File: src/rtl/instr_fetch_ctrl.sv
// Instruction fetch sequencer: owns the fetch PC, drives the instruction memory
// address and feeds decode from a 2-entry {pc, instr} buffer over valid/ready.
module instr_fetch_ctrl #(
    parameter logic [31:0] RESET_PC  = 32'h0000_0000,
    parameter int unsigned MEM_WORDS = 32
) (
    input  logic        clk_i,
    input  logic        rst_i,
    output logic [31:0] mem_addr_o,
    input  logic [31:0] mem_instr_i,
    input  logic        redirect_i,
    input  logic [31:0] redirect_pc_i,
    output logic        valid_o,
    input  logic        ready_i,
    output logic [31:0] instr_o,
    output logic [31:0] pc_o,
    output logic        halt_o
);

    localparam logic [31:0] LIMIT = 32'(MEM_WORDS * 4);

    typedef enum logic [1:0] {IDLE, FETCH, HALT} state_t;

    state_t      state, state_next;
    logic [31:0] fpc;
    logic [31:0] head_pc, head_instr, tail_pc, tail_instr;
    logic [1:0]  count;
    logic        in_range, pop, push;

    assign in_range = (fpc < LIMIT);
    assign pop      = valid_o & ready_i;
    assign push     = (state == FETCH) & in_range & ((count != 2'd2) | pop) & ~redirect_i;

    // HALT is taken on the edge that drains the last in-range entry, so the
    // decision looks at the count after this edge's pop rather than before it.
    always_comb begin
        state_next = state;
        if (redirect_i) begin
            state_next = FETCH;
        end else begin
            case (state)
                IDLE:    state_next = FETCH;
                FETCH:   if (!in_range && (count == 2'd0 || (count == 2'd1 && pop)))
                             state_next = HALT;
                HALT:    state_next = HALT;
                default: state_next = IDLE;
            endcase
        end
    end

    always_ff @(posedge clk_i or negedge rst_i) begin
        if (!rst_i) begin
            state      <= IDLE;
            fpc        <= RESET_PC;
            count      <= '0;
            head_pc    <= '0;
            head_instr <= '0;
            tail_pc    <= '0;
            tail_instr <= '0;
        end else begin
            state <= state_next;
            if (redirect_i) begin
                count <= '0;
                fpc   <= {redirect_pc_i[31:2], 2'b00};
            end else begin
                if (push) fpc <= fpc + 32'd4;
                case ({push, pop})
                    2'b01: begin
                        head_pc    <= tail_pc;
                        head_instr <= tail_instr;
                        count      <= count - 2'd1;
                    end
                    2'b10: begin
                        if (count == 2'd0) begin
                            head_pc    <= fpc;
                            head_instr <= mem_instr_i;
                        end else begin
                            tail_pc    <= fpc;
                            tail_instr <= mem_instr_i;
                        end
                        count <= count + 2'd1;
                    end
                    2'b11: begin
                        if (count == 2'd1) begin
                            head_pc    <= fpc;
                            head_instr <= mem_instr_i;
                        end else begin
                            head_pc    <= tail_pc;
                            head_instr <= tail_instr;
                            tail_pc    <= fpc;
                            tail_instr <= mem_instr_i;
                        end
                    end
                    default: ;
                endcase
            end
        end
    end

    assign mem_addr_o = fpc;
    assign valid_o    = (count != 2'd0);
    assign instr_o    = valid_o ? head_instr : '0;
    assign pc_o       = valid_o ? head_pc : '0;
    assign halt_o     = (state == HALT);

endmodule
File: config.mk
export PLATFORM = sky130hd
export DESIGN_NAME = instr_fetch_ctrl
export DESIGN_NICKNAME = d
export VERILOG_FILES = /design/src/rtl/instr_fetch_ctrl.sv
export SDC_FILE = /design/constraint.sdc
export NUM_CORES = 1
export LEC_CHECK = 0
export CAP_MARGIN = 40
export CORE_MARGIN = 2
export CORE_UTILIZATION = 40
export CTS_CLUSTER_SIZE = 24
export DETAILED_ROUTE_END_ITERATION = 8
export GPL_ROUTABILITY_DRIVEN = 1
export PLACE_DENSITY = 0.68
export SKIP_CTS_REPAIR_TIMING = 1
export SYNTH_ARGS = -nofsm -noshare
export SYNTH_HDL_FRONTEND = slang
export SYNTH_SLANG_ARGS = --single-unit
File: constraint.sdc
create_clock -name clk_i -period 2.05 [get_ports clk_i]
set_input_delay 0.41 -clock clk_i [delete_from_list [all_inputs] [get_ports clk_i]]
set_output_delay 0.41 -clock clk_i [all_outputs]
set_load 0.01 [all_outputs]
==> results.sh <==
export IMPL_violations="design-rule violations, negative setup slack"
export IMPL_critical_path_top_delay_family="simple AND/OR/NAND/NOR gates"
export IMPL_power_frac_comb=0.241
export IMPL_vias=5842
export IMPL_gr_total_overflow=0
export IMPL_clkPwrFrac=0.350
export IMPL_synthArstFlopShare=1.00
export IMPL_finalHoldViolations=0
export IMPL_cts_buffer_depth=2
export IMPL_first_global_vias=5800
export IMPL_htreeDepth=4
export IMPL_fin_cells=1117
export IMPL_setup_violations=137
export IMPL_syn_cell_area_um2=7410
export IMPL_synth_compound_area_frac=0.0824
export IMPL_synth_xor_area_share=0.00473
export IMPL_gp_congestion=0.788
export IMPL_core_area_um2=18100
export IMPL_synth_top_family_by_area="multiplexers"
export IMPL_cts_root_buffer="clkbuf_16"
export IMPL_antenna_found_initial=1
export IMPL_synth_cell_types=37
export IMPL_cap_violations=0
export IMPL_wl_per_cell_um=18.4
export IMPL_dieHeight_um=140
export IMPL_post_route_period_util=1.17
export IMPL_final_core_util=0.616
export IMPL_path_buf_inv=2
export IMPL_fin_skew_ns=0.0151
export IMPL_drive_gt1_frac=0.368
export IMPL_seq_area_um2=3980
export IMPL_cts_made_buffers=17
export IMPL_die_area_um2=19600
export IMPL_crit_fanout=19
export IMPL_p_leak_uw=0.00529
export IMPL_switching_share=0.283
export IMPL_p_seq_frac=0.410
export IMPL_max_freq_mhz=418
export IMPL_finalCriticalPeriod_ns=2.39
export IMPL_grt_pass1_wl_um=30200
export IMPL_syn_area_per_cell_um2=11.4
export IMPL_cp_cell_sequence="inv_2 -> ha_2 -> nor4b_4 -> nand4_1 -> or4_4 -> buf_16 -> mux2_2"
export IMPL_rrSetupSlack_ns=-0.34
export IMPL_port_buffers=161
export IMPL_clkLatencyLatePin_ns=0.43
export IMPL_synth_simple_area_share=0.140
export IMPL_pin_count=166
export IMPL_max_slew_worst_pin_slew_ns=0.513
export IMPL_initial_core_util=0.409
export IMPL_total_power_uw=9950
export IMPL_hp_class="in2async"
export IMPL_path_class="reg2reg"
export IMPL_required_ns=2.35
export IMPL_drv_slew=0
export IMPL_routed_wl_um=20600
export IMPL_synth_warnings=0
export IMPL_p_int_uw=7130
export IMPL_ys_ff_latch=159
export IMPL_viasPerCell=5.23
export IMPL_final_common_cell="dfrtp_1"
export IMPL_final_nets=950
export IMPL_mostFrequentLayoutCells="dfrtp_1 (159), clkdlybuf4s50_1 (93), mux2_2 (87)"
export IMPL_multi_input_area_um2=3550
export IMPL_drc=14
export IMPL_slew_headroom=0.658
export IMPL_p_sw_uw=2820
export IMPL_syn_inst=648
export IMPL_cts_tree="yes"
export IMPL_place_hpwl_um=12800
export IMPL_n_antenna_cell=0
export IMPL_grt_total_usage=0.193
export IMPL_crit_path_end_kind="register"
export IMPL_synth_edf_count=0
export IMPL_vdd_drop_max_v=0.000649
export IMPL_area_growth_pct=50.4
export IMPL_path_clk_slew_ns=0.07
export IMPL_status="finished with violations"
export IMPL_first_pass_iters=8
export IMPL_antenna_left=0
export IMPL_grt_max_degree=59
export IMPL_die_w_um=140
export IMPL_slowest_stage="or4_4"
export IMPL_dp_cells=1062
export IMPL_cp_arrival_ns=2.70
export IMPL_first_iter_violations=392
export IMPL_fillers=1405
export IMPL_cp_slowest_stage_delay_ns=0.68
export IMPL_powerDensity_nw_per_um2=893
export IMPL_rows=49
export IMPL_critPathLaunchType="register"
export IMPL_synth_seq_area_share=0.537
export IMPL_rsz0062_at_grt="true"
export IMPL_cts_sinks=159
export IMPL_muxShareOfSynthArea=0.188
export IMPL_synthAdderAreaFrac=0.0118
export IMPL_synthFlopType="dfrtp_1"
export IMPL_fin_ws_ns=-0.345
export IMPL_pre_cts_slack_ns=-0.491
## per-stage QoR
stage               TNS (ns)  cell area, um^2  hold slack, ns
finish                -34.17            11100           0.376
global route          -45.08            11100           0.368
CTS                   -76.00            10500          -0.211
detailed placement    -51.95             9810           0.248
global placement      -43.78             9810           0.246
floorplan              -3.43             7530           0.114
## layer usage
layer  track usage  up-vias  share of wire
met5             0        -        0.00053
met4        0.0468        2         0.0086
met3        0.0489       20          0.055
met2         0.311      194           0.49
met1         0.265     2920           0.45
li1              -     2706              -
## power groups by stage
stage | Sequential [uW] | Combinational (uW) | Clock (uW)
after floorplan | 4040 | 1110 | 0
after global placement | 4050 | 2240 | 0
after detailed placement | 4100 | 2300 | 0
after CTS | 4050 | 2320 | 3530
after global routing | 4140 | 2600 | 3690
final | 4070 | 2390 | 3480
## state kept, by name (all words and copies together), names as in the netlist
name,flops
head_pc,31
count,2
tail_instr,32
state,2
head_instr,32
tail_pc,30
mem_addr_o,30
## path summary, 6_finish.rpt
kind | startpoint | to | cells after the start
max in group asynchronous | rst_i | head_pc[14] | 3
min | rst_i | head_instr[24] | 2
min reg2reg | tail_instr[21] | tail_instr[21] | 1
max | state[1] | tail_instr[8] | 7
max reg2reg | state[1] | tail_instr[8] | 7
min in group clk_i | tail_instr[21] | tail_instr[21] | 1
## synthesized netlist by cell type, drive strengths merged, types with 2 or more instances
master	number	share of area
nor2b	65	0.055
mux2	87	0.13
a22oi	25	0.025
ha	7	0.012
xnor2	2	0.0024
a21oi	65	0.044
nor3	3	0.0020
inv	7	0.0035
nand2b	2	0.0017
nand3	3	0.0020
nor4b	2	0.0032
clkbuf	24	0.012
xor2	2	0.0024
nor4	9	0.0096
buf	25	0.020
mux2i	41	0.055
and3	2	0.0017
dfrtp	159	0.54
nand2	7	0.0035
o21ai	9	0.0061
or4	2	0.0020
nor2	66	0.033
and2	25	0.021
## kinds of logic after synthesis
group                    Yosys count
other                              1
buffers and inverters             56
flip-flops                       159
XOR/XNOR                           4
AND/OR/NAND/NOR                  190
AO/OA/AOI/OAI                    103
multiplexers                     128
adder cells (fa/ha/maj)            7
## final cells by class
type                    count  share of cell area
clock buffers              17              0.0382
clock inverters            15              0.0195
inverters                   7             0.00236
multi-input cells         434               0.319
flip-flops and latches    159               0.357
well taps                 229              0.0257
repair buffers            256               0.238
Note: power is estimated with default switching activity, not from simulation.
